**src/rtl/if_stage.sv**
```systemverilog
// if_stage: instruction-fetch stage of the 5-stage pipeline.
// Holds the PC, drives the instruction-memory address and registers the
// fetched word into the IF/ID pipeline register. Flush (taken branch from ID)
// beats stall (hazard unit), which beats a normal advance.
// Optional macro IF_STAGE_PERF_CNT_EN builds the stall/flush cycle counters;
// without it stall_cnt_o/flush_cnt_o read 32'h0.
//
// Handshake: ifid_valid_o is the IF/ID "valid" toward decode. There is no
// ready wire; stall_i acts as the inverted ready. While stall_i=1 (and no
// flush) the IF/ID contents are held unchanged, so decode sees the same
// instruction until the first edge with stall_i=0.
module if_stage #(
    parameter logic [31:0] RESET_PC  = 32'h0000_0000,
    parameter logic [31:0] NOP_INSTR = 32'h0000_0000
) (
    input  logic        clk_i,
    input  logic        rst_i,
    input  logic        start_i,
    input  logic        stall_i,
    input  logic        flush_i,
    input  logic [31:0] branch_target_i,
    output logic [31:0] imem_addr_o,
    input  logic [31:0] imem_instr_i,
    output logic [31:0] pc_o,
    output logic [31:0] ifid_pc_o,
    output logic [31:0] ifid_instr_o,
    output logic        ifid_valid_o,
    output logic [31:0] stall_cnt_o,
    output logic [31:0] flush_cnt_o,
    output logic        dbg_state_o
);

    typedef enum logic {
        IDLE = 1'b0,
        RUN  = 1'b1
    } state_t;

    state_t      state_q, state_d;
    logic [31:0] pc_q, pc_d;
    logic [31:0] ifid_pc_q, ifid_pc_d;
    logic [31:0] ifid_instr_q, ifid_instr_d;
    logic        ifid_valid_q, ifid_valid_d;

    // Next-state and next-PC / IF/ID selection; defaults hold everything.
    always_comb begin
        state_d      = state_q;
        pc_d         = pc_q;
        ifid_pc_d    = ifid_pc_q;
        ifid_instr_d = ifid_instr_q;
        ifid_valid_d = ifid_valid_q;
        case (state_q)
            IDLE: begin
                // PC holds and a bubble enters IF/ID, including the edge that
                // leaves IDLE; stall/flush are ignored here.
                ifid_instr_d = NOP_INSTR;
                ifid_valid_d = 1'b0;
                if (start_i) state_d = RUN;
            end
            RUN: begin
                if (flush_i) begin
                    // Wrong-path word at pc_q is squashed; fetch resumes at target.
                    pc_d         = branch_target_i;
                    ifid_pc_d    = pc_q;
                    ifid_instr_d = NOP_INSTR;
                    ifid_valid_d = 1'b0;
                end else if (!stall_i) begin
                    pc_d         = pc_q + 32'd4;
                    ifid_pc_d    = pc_q;
                    ifid_instr_d = imem_instr_i;
                    ifid_valid_d = 1'b1;
                end
                if (!start_i) state_d = IDLE;
            end
            default: state_d = IDLE;
        endcase
    end

    // State, PC and IF/ID registers with synchronous reset.
    always_ff @(posedge clk_i) begin
        if (rst_i) begin
            state_q      <= IDLE;
            pc_q         <= RESET_PC;
            ifid_pc_q    <= 32'h0000_0000;
            ifid_instr_q <= NOP_INSTR;
            ifid_valid_q <= 1'b0;
        end else begin
            state_q      <= state_d;
            pc_q         <= pc_d;
            ifid_pc_q    <= ifid_pc_d;
            ifid_instr_q <= ifid_instr_d;
            ifid_valid_q <= ifid_valid_d;
        end
    end

`ifdef IF_STAGE_PERF_CNT_EN
    logic [31:0] stall_cnt_q, flush_cnt_q;

    // Performance counters: only RUN cycles count; a stall hidden by a flush
    // is a flush cycle, not a stall cycle. Both wrap naturally.
    always_ff @(posedge clk_i) begin
        if (rst_i) begin
            stall_cnt_q <= 32'h0000_0000;
            flush_cnt_q <= 32'h0000_0000;
        end else if (state_q == RUN) begin
            if (flush_i) flush_cnt_q <= flush_cnt_q + 32'd1;
            else if (stall_i) stall_cnt_q <= stall_cnt_q + 32'd1;
        end
    end

    assign stall_cnt_o = stall_cnt_q;
    assign flush_cnt_o = flush_cnt_q;
`else
    assign stall_cnt_o = 32'h0000_0000;
    assign flush_cnt_o = 32'h0000_0000;
`endif

    assign pc_o         = pc_q;
    assign imem_addr_o  = pc_q;
    assign ifid_pc_o    = ifid_pc_q;
    assign ifid_instr_o = ifid_instr_q;
    assign ifid_valid_o = ifid_valid_q;
    assign dbg_state_o  = (state_q == RUN);

endmodule
```
**config.mk**
```make
export PLATFORM = sky130hd
export DESIGN_NAME = if_stage
export DESIGN_NICKNAME = d
export VERILOG_FILES = /design/src/rtl/if_stage.sv
export SDC_FILE = /design/constraint.sdc
export NUM_CORES = 1
export LEC_CHECK = 0
export BUFFER_PORTS_ARGS = -buffer_cell sky130_fd_sc_hd__buf_2
export CORE_MARGIN = 2
export CORE_UTILIZATION = 46
export DETAILED_ROUTE_END_ITERATION = 12
export PLACE_DENSITY = 0.81
export SLEW_MARGIN = 0
export SYNTH_ARGS = -nofsm -noshare
export SYNTH_HDL_FRONTEND = slang
export SYNTH_SLANG_ARGS = --single-unit
```
**constraint.sdc**
```tcl
create_clock -name clk_i -period 2.6 [get_ports clk_i]
set_input_delay 0.52 -clock clk_i [delete_from_list [all_inputs] [get_ports clk_i]]
set_output_delay 0.52 -clock clk_i [all_outputs]
set_load 0.01 [all_outputs]
```
**Word-level counts from Yosys, hierarchy flattened**

Index checks and enable logic that the tools add are counted.

- Flip-flop bits (word level): 98
- Word-level logic and storage cells: 21

- $add $sub $neg: 1
- Equal/unequal tests: 2
- Mux-type cells: 11
- Bitwise gates (word level): 1
- Reduce and logical (&&, ||, !) cells: 1

Operators by type and width:

| cell | count |
|---|---|
| 2-to-1 mux 32 bit | 6 |
| one-hot mux 32 bit (2 select lines) | 1 |
| adder 32 x 3 -> 32 bit (second input constant) | 1 |
| 2-to-1 mux 1 bit | 3 |
| != test 3 bit (second input constant) | 1 |
| != test 2 x 1 -> 1 bit (second input constant) | 1 |
| one-hot mux 1 bit (2 select lines) | 1 |
| AND reduction 2 bit | 1 |
| inverter 1 bit | 1 |

**Longest topological paths before layout**

Gate-level depths: netlist (run 1).

- Depth in word-level cells: 3
- Mapped depth: 7
- Gate-level depth less buffers: 6

**Worst setup path before layout (run 1)**

OpenSTA, ideal clock, no wires.

- Path type: reg2reg
- From: register pc_q[2] (netlist: imem_addr_o[2])
- To: register pc_q[20] (netlist: imem_addr_o[20])
- Data arrival time: 1830 ps
- Path slack: 658 ps
- Cell stages (with the launch flop): 6
- Path through: dfxtp_1 > ha_1 > nand4_2 > nor4_4 > a211oi_1 > a2111oi_1

- Word-level cells in the longest chain between the ends: 3

Ends and longest elaborated chain:

| element | line | text |
|---|---|---|
| from (decl) | 39 | `logic [31:0] pc_q, pc_d;` |
| from (signal assigned) | 88 | `pc_q <= pc_d;` |
| adder 32 x 3 -> 32 bit | 67 | `pc_d = pc_q + 32'd4;` |
| 2-to-1 mux 32 bit | 66 | `end else if (!stall_i) begin` |
| 2-to-1 mux 32 bit | 60 | `if (flush_i) begin` |

Every way passes these cells. The select of a mux whose other input is x is not followed.
A chain may end at the register's enable or synchronous reset.

**Worst setup path after layout (run 1)**

Ends and elaborated chain as after synthesis.

==> results of run 1 <==
==> worst max-delay path: stages, from the launching register on <==
cell	delay, ns
dfxtp_1	0.45
ha_1	0.28
nand4_2	0.24
nor4_4	0.62
a211oi_1	0.14
a2111oi_1	0.41
==> final cells by class <==
class,count,area [um^2],area share (%)
inverters,6,22.5,0.385
diodes,2,5.00,0.0856
multi-input cells,452,2380,40.7
flip-flops and latches,98,1960,33.6
clock buffers,10,128,2.18
clock inverters,6,66.3,1.13
well taps,140,175,3.00
repair buffers,212,1110,19.0
==> flip-flops by register name, indices dropped and copies added, names as in the netlist <==
name and flops:
dbg_state_o 1, ifid_instr_o 32, ifid_pc_o 32, ifid_valid_o 1, imem_addr_o 32
==> where the power goes <==
group / internal [mW] / switching [mW]
clock: 0.447 / 0.543
combinational: 0.143 / 0.244
sequential: 1.54 / 0.0513
total: 2.13 / 0.839
==> per-layer routing <==
layer / part of all wire [%] / vias up
met5: 0 / -
met4: 1.4 / 0
met3: 8.5 / 16
met2: 48 / 212
met1: 42 / 2237
li1: - / 2340
==> kinds of logic after synthesis <==
kind of cell,synth area share [%]
compound gates,18.9
fa+ha+maj,0.251
buf+inv,18.1
flops,39.3
mux,1.20
other cells,0.0752
simple gates,22.1
==> final timing paths <==
| path | from | end | slack (ns) |
|---|---|---|---|
| max | imem_addr_o[2] | imem_addr_o[20] | 0.32 |
| min | start_i | dbg_state_o | 0.37 |
| max reg2reg | imem_addr_o[2] | imem_addr_o[20] | 0.32 |
| min reg2reg | ifid_pc_o[18] | ifid_pc_o[18] | 0.46 |
==> cells in the final DEF, fill, tap and decap left out, types with 11 or more instances in the layout <==
master   synthesis  routed
a21oi_1         53      52
a22oi_1         37      37
and3_1          11      11
buf_2            3     197
buf_4           97      14
conb_1           1      64
dfxtp_1         98      98
nand2_1         91      90
nand3_1         17      17
nor2_1          67      65
o21ai_0         13      13
==> metrics by stage <==
stage,hold slack [ns],util [%]
2_1_floorplan,0.481,-
3_3_place_gp,0.439,52.8
3_5_place_dp,0.444,52.8
4_1_cts,0.349,54.6
5_1_grt,0.372,54.6
6_report,0.365,54.7
==> flow_summary.json, run 1 <==
{
  "antenna_found_initial": 1,
  "yosys_warnings": 0,
  "coreArea_um2": 10700,
  "p_leak_nw": 2.72,
  "drt_iter0_drc": 325,
  "synth_top_cell_by_area": "dfxtp_1",
  "cts_setup_buffers": 0,
  "cts_tree": "yes",
  "drv_cap": 0,
  "synth_top_area_share_pct": 39.3,
  "globalRouteOverflowTotal": 0,
  "cp_max_fo": 10,
  "final.setup.tns_ns": 0,
  "initial_utilization_pct": 46.6,
  "grt_util_met2_pct": 37.4,
  "pre_cts_ws_ns": 0.423,
  "synth.distinct_cells": 54,
  "hp-class": "in2reg",
  "place_area_um2": 5650,
  "die_area_um2": 11700,
  "cts.sinks": 98,
  "grt_max_degree": 41,
  "slew_headroom_pct": 62.7,
  "setup_slack_ns": 0.324,
  "final_area_um2": 5850,
  "cts_max_level": 3,
  "start_kind": "flip-flop",
  "clk_latency_ns": 0.36,
  "track_usage_pct": 22.8,
  "critPathArrivalTime_ns": 2.51,
  "vias": 4805,
  "period_share_pct": 87.5,
  "grt_pass1_vias": 4141,
  "postSynthCellCount": 630,
  "synth-async-reset-ratio_pct": 0,
  "ys_ff_latch": 98,
  "finalMaxSlewViolations": 0,
  "wl_um": 13700,
  "fmax_mhz": 439,
  "required_ns": 2.84,
  "die_width_um": 108,
  "post_synth.cell_area_avg_um2": 7.92,
  "top_usage_layer": "met2",
  "finClkSkew_ns": 0.00808,
  "seq_area_frac_synth_pct": 39.3,
  "cts_buffers": 9,
  "cts_buffer_depth": 2,
  "vias_per_cell": 5.19,
  "cp-end-kind": "flip-flop",
  "grt_pass1_wl_um": 21100,
  "fp-row-count": 38,
  "nets": 849,
  "fillerInstances": 1073,
  "gp_congestion": 0.851,
  "wl_per_cell_um": 14.8,
  "worst-r2r-cell-count": 5,
  "postRouteAntennaNets": 0,
  "holdBufCountCts": 0,
  "power_mw": 2.97,
  "dpl.cell_count": 908,
  "clkSlewWorstSetupHoldPaths_ns": 0.10,
  "worstMarginPinSlew_ns": 0.556,
  "vdd_drop_max_mv": 0.262,
  "period_needed_ns": 2.28,
  "dr.pass1.iters": 4,
  "pin_count": 263,
  "synthToLayoutAreaGrowth_pct": 17.2,
  "gr-usage-met1_pct": 29.7,
  "finalHoldViolCount": 0,
  "root_buffer": "clkbuf_8",
  "critPathKind": "reg2reg",
  "synth-main-ff-cell": "dfxtp_1",
  "synth_common_cells": "dfxtp_1, buf_4, nand2_1, nor2_1, a21oi_1",
  "rsz0062_at_grt": "false",
  "p_per_area_nw_per_um2": 507,
  "die-height_um": 108,
  "synthesis.area_um2": 4990,
  "yosysMostFrequentCell": "dfxtp_1",
  "synthTopCellsByArea": "dfxtp_1, buf_4, nand2_1, a22oi_1, a21oi_1",
  "drc_errors": 0,
  "port_buffers": 198,
  "hpwlAfterDp_um": 9690,
  "synth-edff-count": 0,
  "status": "completed",
  "setup_viol": 0,
  "hold_depth": 2,
  "drive_above_1_share_pct": 30.7,
  "use_met3_pct": 5.55,
  "ctsResizeCount": 0,
  "final_cell_count_no_fill": 926
}
Power figures use the tool's default switching activity.
==> inputs of run 2 (changes only) <==
--- a/config.mk
+++ b/config.mk
@@ -6,10 +6,12 @@
 export NUM_CORES = 1
 export LEC_CHECK = 0
 export BUFFER_PORTS_ARGS = -buffer_cell sky130_fd_sc_hd__buf_2
+export CORE_ASPECT_RATIO = 0.6
 export CORE_MARGIN = 2
 export CORE_UTILIZATION = 46
 export DETAILED_ROUTE_END_ITERATION = 12
 export PLACE_DENSITY = 0.81
+export RECOVER_POWER = 50
 export SLEW_MARGIN = 0
 export SYNTH_ARGS = -nofsm -noshare
 export SYNTH_HDL_FRONTEND = slang
==> run 2 against run 1 <==
Compared with the run above:
- maximum frequency increased by 0.18%
- non-clock buffer count is 1 higher
- routed wire length rose by 5.4%
- clock skew rose by 0.0017 ns
- core utilization is 0.71 points higher
- worst hold slack improved by 0.030 ns
- sequential share of layout area hardly changed
- critical path depth is the same
- count of clock-buffer cells in the layout is the same
- cell area hardly changed
- largest power group unchanged
==> flow_summary.json, run 2 (synthesis results as in run 1) <==
{
  "status": "completed",
  "cts_max_level": 3,
  "hp-class": "in2reg",
  "clkPwrFrac_pct": 42.1,
  "drv_cap": 0,
  "clkSlewWorstSetupHoldPaths_ns": 0.07,
  "period_needed_ns": 2.27,
  "track_usage_pct": 23.8,
  "fmax_mhz": 440,
  "rsz0062_at_grt": "false",
  "routed-wl-met3_um": 1360,
  "period_share_pct": 87.4,
  "die-height_um": 84.7,
  "die_area_um2": 11700,
  "vdd_drop_max_mv": 0.375,
  "grt_max_degree": 45,
  "setup_viol": 0,
  "p_per_area_nw_per_um2": 584,
  "cp_cell_sequence": "ha_1, nand4_2, nor4_4, a211oi_1, a2111oi_1",
  "wl_um": 14400,
  "drive_above_1_share_pct": 17.1,
  "initial_utilization_pct": 47.2,
  "cts.sinks": 98,
  "grt_pass1_vias": 4160,
  "r2r_start": "imem_addr_o[2]",
  "vias_per_cell": 5.26,
  "finalMaxSlewViolations": 0,
  "dr.pass1.iters": 5,
  "worst-path-buf-inv": 0,
  "finalHoldViolCount": 0,
  "start_kind": "flip-flop",
  "cp-startpoint": "imem_addr_o[2]",
  "seqPwrFrac_pct": 46.8,
  "fp-row-count": 29,
  "insertedDiodeCount": 0,
  "drt_iter0_drc": 364,
  "switchingPower_uw": 894,
  "antenna_found_initial": 1,
  "crit_family": "simple AND/OR/NAND/NOR gates",
  "die_width_um": 138,
  "hp-start": "start_i",
  "critPathKind": "reg2reg",
  "grt_pass1_wl_um": 22500,
  "internal_power_mw": 2.52,
  "cts_setup_buffers": 0,
  "holdBufCountCts": 0,
  "wl_met1_um": 6780,
  "cts_tree": "yes",
  "fillerInstances": 1071,
  "pin_count": 263,
  "hpwlAfterDp_um": 10400,
  "critPathArrivalTime_ns": 2.50,
  "slew_headroom_pct": 42.2,
  "cp_max_fo": 10,
  "worstMarginPinSlew_ns": 0.867,
  "cts_buffer_depth": 2,
  "synthToLayoutAreaGrowth_pct": 17.2,
  "finClkSkew_ns": 0.00981,
  "swShare_pct": 26.2,
  "holdWs_ns": 0.395,
  "wl_met2_um": 6120,
  "final.setup.tns_ns": 0,
  "gp_congestion": 0.928,
  "nets": 850,
  "coreArea_um2": 10600,
  "root_buffer": "clkbuf_16",
  "postRouteAntennaNets": 0,
  "wl_per_cell_um": 15.6,
  "cp-end-kind": "flip-flop",
  "clk_latency_ns": 0.34,
  "combPwrFrac_pct": 11.0,
  "top_layer": "met5",
  "cpPeakStageDelay_ns": 0.62,
  "port_buffers": 198,
  "required_ns": 2.82,
  "vias": 4861,
  "worst_path_max_delay_cell": "nor4_4",
  "p_leak_nw": 2.33,
  "cts_buffers": 9,
  "globalRouteOverflowTotal": 0,
  "drc_errors": 0,
  "final_cell_mix": "clkbuf_1, dfxtp_1, nand2_1",
  "final_common_cell": "clkbuf_1",
  "ctsResizeCount": 0
}
-- run 2: cell types whose count changed in the layout (fill, tap and decap cells not counted), moves of 2 or more --
cell	change
clkbuf_2	+2
diode_2	-2
clkbuf_8	-9
buf_4	-2
clkbuf_16	+9
clkinvlp_4	-2
buf_2	-108
clkbuf_1	+108
-- run 2: layout make-up --
type | instances | area (um^2) | area share (%)
repair buffers | 213 | 991 | 17.0
multi-input cells | 452 | 2380 | 40.7
clock inverters | 6 | 90.1 | 1.54
well taps | 139 | 174 | 2.98
flip-flops and latches | 98 | 1960 | 33.6
clock buffers | 10 | 229 | 3.92
inverters | 6 | 22.5 | 0.385
-- run 2: stage by stage --
stage	instance area, um^2	std cells	power (mW)	setup slack [ns]	utilization, %
after floorplan	5230	693	1.93	0.658	-
after global placement	5670	908	2.01	0.489	53.7
after detailed placement	5670	908	2.01	0.413	53.7
after CTS	5990	924	3.45	0.365	56.7
after global routing	5850	924	3.54	0.0994	55.4
final	5850	924	3.41	0.328	55.4
-- run 2: path summary, 6_finish.rpt --
kind	to	slack, ns	cells past startpoint
worst max register to register	imem_addr_o[20]	0.33	5
worst min-delay path	dbg_state_o	0.40	2
worst min register to register	ifid_pc_o[21]	0.45	2
worst max-delay path	imem_addr_o[20]	0.33	5
-- run 2: per-layer routing --
metal  up-vias  track usage [%]
met3        12             6.62
met2       247             34.1
li1       2337                -
met4         2             4.92
met5         -                0
met1      2263             35.7
-- run 2: power by group through the flow --
stage / clock [mW] / combinational, mW / sequential (mW)
floorplan: 0 / 0.307 / 1.63
global placement: 0 / 0.384 / 1.63
detailed placement: 0 / 0.384 / 1.63
CTS: 1.47 / 0.385 / 1.59
global route: 1.52 / 0.414 / 1.60
finish: 1.44 / 0.377 / 1.60
-- run 2: worst reg2reg max path: cells and delay by family (launching register included) --
kind            cells  cell delay, ns
fa+ha+maj           1            0.30
simple gates        2            0.87
flops               1            0.45
compound gates      2            0.56
==> inputs of run 3 (changes only) <==
--- a/config.mk
+++ b/config.mk
@@ -10,6 +10,7 @@
 export CORE_MARGIN = 2
 export CORE_UTILIZATION = 46
 export DETAILED_ROUTE_END_ITERATION = 12
+export MAX_ROUTING_LAYER = met4
 export PLACE_DENSITY = 0.81
 export RECOVER_POWER = 50
 export SLEW_MARGIN = 0
==> run 3 against run 2 <==
Compared with the run above:
- routed wire length increased by 0.34%
- critical path depth unchanged
- clock skew is 0.0042 ns lower
- total power decreased by 2.3%
- clock power is 6% lower
- core utilization fell by 0.14 points
- worst setup slack lost 0.034 ns
- non-clock buffer count unchanged
- critical path type unchanged
- via count shrank 0.39%
- count of clock-buffer cells in the layout stayed put
- critical endpoint unchanged
- die area did not move
- sequential share of layout area up 0.086 points
==> flow_summary.json, run 3 (synthesis results as in run 1) <==
{
  "status": "completed",
  "grt_pass1_vias": 4125,
  "pre_cts_ws_ns": 0.336,
  "die-height_um": 84.7,
  "multi_input_area_um2": 2370,
  "holdBufCountCts": 0,
  "ctsResizeCount": 0,
  "die_width_um": 138,
  "drv_cap": 0,
  "dr.pass1.iters": 4,
  "vias_per_cell": 5.23,
  "gr-usage-met1_pct": 34.8,
  "rsz0062_at_grt": "false",
  "r2r_start": "imem_addr_o[2]",
  "top_usage_layer": "met2",
  "regToRegEndpoint": "imem_addr_o[20]",
  "slew_headroom_pct": 29.7,
  "cts_tree": "yes",
  "fillerInstances": 1083,
  "finClkSkew_ns": 0.00559,
  "drt_iter0_drc": 400,
  "crit_family": "simple AND/OR/NAND/NOR gates",
  "regArea_um2": 1960,
  "drc_errors": 0,
  "cp_max_fo": 10,
  "nets": 850,
  "path_depth": 5,
  "worst-r2r-cell-count": 5,
  "cts.sinks": 98,
  "period_share_pct": 88.7,
  "grt_pass1_wl_um": 22300,
  "required_ns": 2.82,
  "cts_max_level": 3,
  "clk_latency_ns": 0.34,
  "cp-startpoint": "imem_addr_o[2]",
  "antenna_found_initial": 1,
  "worst_path_max_delay_cell": "nor4_4",
  "holdWs_ns": 0.388,
  "port_buffers": 198,
  "finalMaxSlewViolations": 0,
  "start_kind": "flip-flop",
  "wl_um": 14500,
  "worstMarginPinSlew_ns": 1.05,
  "period_needed_ns": 2.31,
  "final.setup.tns_ns": 0,
  "synthToLayoutAreaGrowth_pct": 16.9,
  "critPathKind": "reg2reg",
  "vias": 4842,
  "worst-path-buf-inv": 0,
  "cpPeakStageDelay_ns": 0.63,
  "clkSlewWorstSetupHoldPaths_ns": 0.07,
  "vdd_drop_max_mv": 0.315,
  "drive_above_1_share_pct": 21.0,
  "p_per_area_nw_per_um2": 572,
  "root_buffer": "clkbuf_16",
  "p_leak_nw": 2.44,
  "gp_congestion": 0.948,
  "cp-end-kind": "flip-flop",
  "wl_per_cell_um": 15.6,
  "cts_buffer_depth": 2,
  "critPathArrivalTime_ns": 2.53,
  "pin_count": 263,
  "cts_setup_buffers": 0,
  "die_area_um2": 11700,
  "cp_cell_sequence": "ha_1, nand4_2, nor4_4, a211oi_1, a2111oi_1",
  "final_common_cell": "buf_2",
  "ff2ff_setup_slack_ns": 0.29,
  "track_usage_pct": 24.5,
  "grt_max_degree": 54,
  "final_cell_mix": "buf_2, dfxtp_1, nand2_1",
  "coreArea_um2": 10600,
  "use_met3_pct": 5.82,
  "cts_buffers": 9,
  "globalRouteOverflowTotal": 0,
  "setup_viol": 0,
  "grt_util_met2_pct": 35.7,
  "initial_utilization_pct": 47.2,
  "hpwlAfterDp_um": 10600,
  "fp-row-count": 29,
  "finalHoldViolCount": 0,
  "endpoint": "imem_addr_o[20]",
  "setup_slack_ns": 0.294,
  "postRouteAntennaNets": 0,
  "hp-class": "in2reg",
  "fmax_mhz": 434
}
## run 3: worst reg2reg max path, cell delays in order (launching register included)
cell and delay (ns):
dfxtp_1 0.45, ha_1 0.30, nand4_2 0.24, nor4_4 0.63, a211oi_1 0.17, a2111oi_1 0.40
## run 3: worst min-delay path by stage
stage,from,end,slack [ns],cells after the start
4_1_cts,start_i,dbg_state_o,0.38,2
3_5_place_dp,ifid_pc_o[24],ifid_pc_o[24],0.45,2
5_1_grt,start_i,dbg_state_o,0.40,2
6_report,start_i,dbg_state_o,0.39,2
3_3_place_gp,ifid_pc_o[28],ifid_pc_o[28],0.44,2
2_1_floorplan,ifid_pc_o[0],ifid_pc_o[0],0.48,2
## run 3: area by class of cell
| type | instances | area share, % |
|---|---|---|
| Clock inverter | 6 | 1.12 |
| Sequential cell | 98 | 33.6 |
| Clock buffer | 10 | 4.10 |
| Timing Repair Buffer | 213 | 17.1 |
| Tap cell | 139 | 2.98 |
| Antenna cell | 1 | 0.0429 |
| Inverter | 6 | 0.386 |
| Multi-Input combinational cell | 452 | 40.6 |
## run 3: where the power goes
group	switching [mW]	leakage, nW	total [mW]	internal [mW]
clock network	0.587	0.149	1.36	0.774
logic	0.247	1.50	0.381	0.134
registers	0.0541	0.794	1.59	1.54
## run 3: stage by stage
step,area (um^2),util (%),std cells,total power [mW]
detailed placement,5650,53.5,908,2.01
global placement,5650,53.5,908,2.01
floorplan,5230,-,693,1.93
finish,5830,55.2,925,3.33
global route,5830,55.2,925,3.47
CTS,5960,56.4,924,3.37
## run 3: routing by layer
layer  vias to the layer above  share of wire (%)
met5                         -                  0
met4                         0               0.72
met3                         8                8.8
met2                       238                 44
met1                      2265                 46
li1                       2331                  -
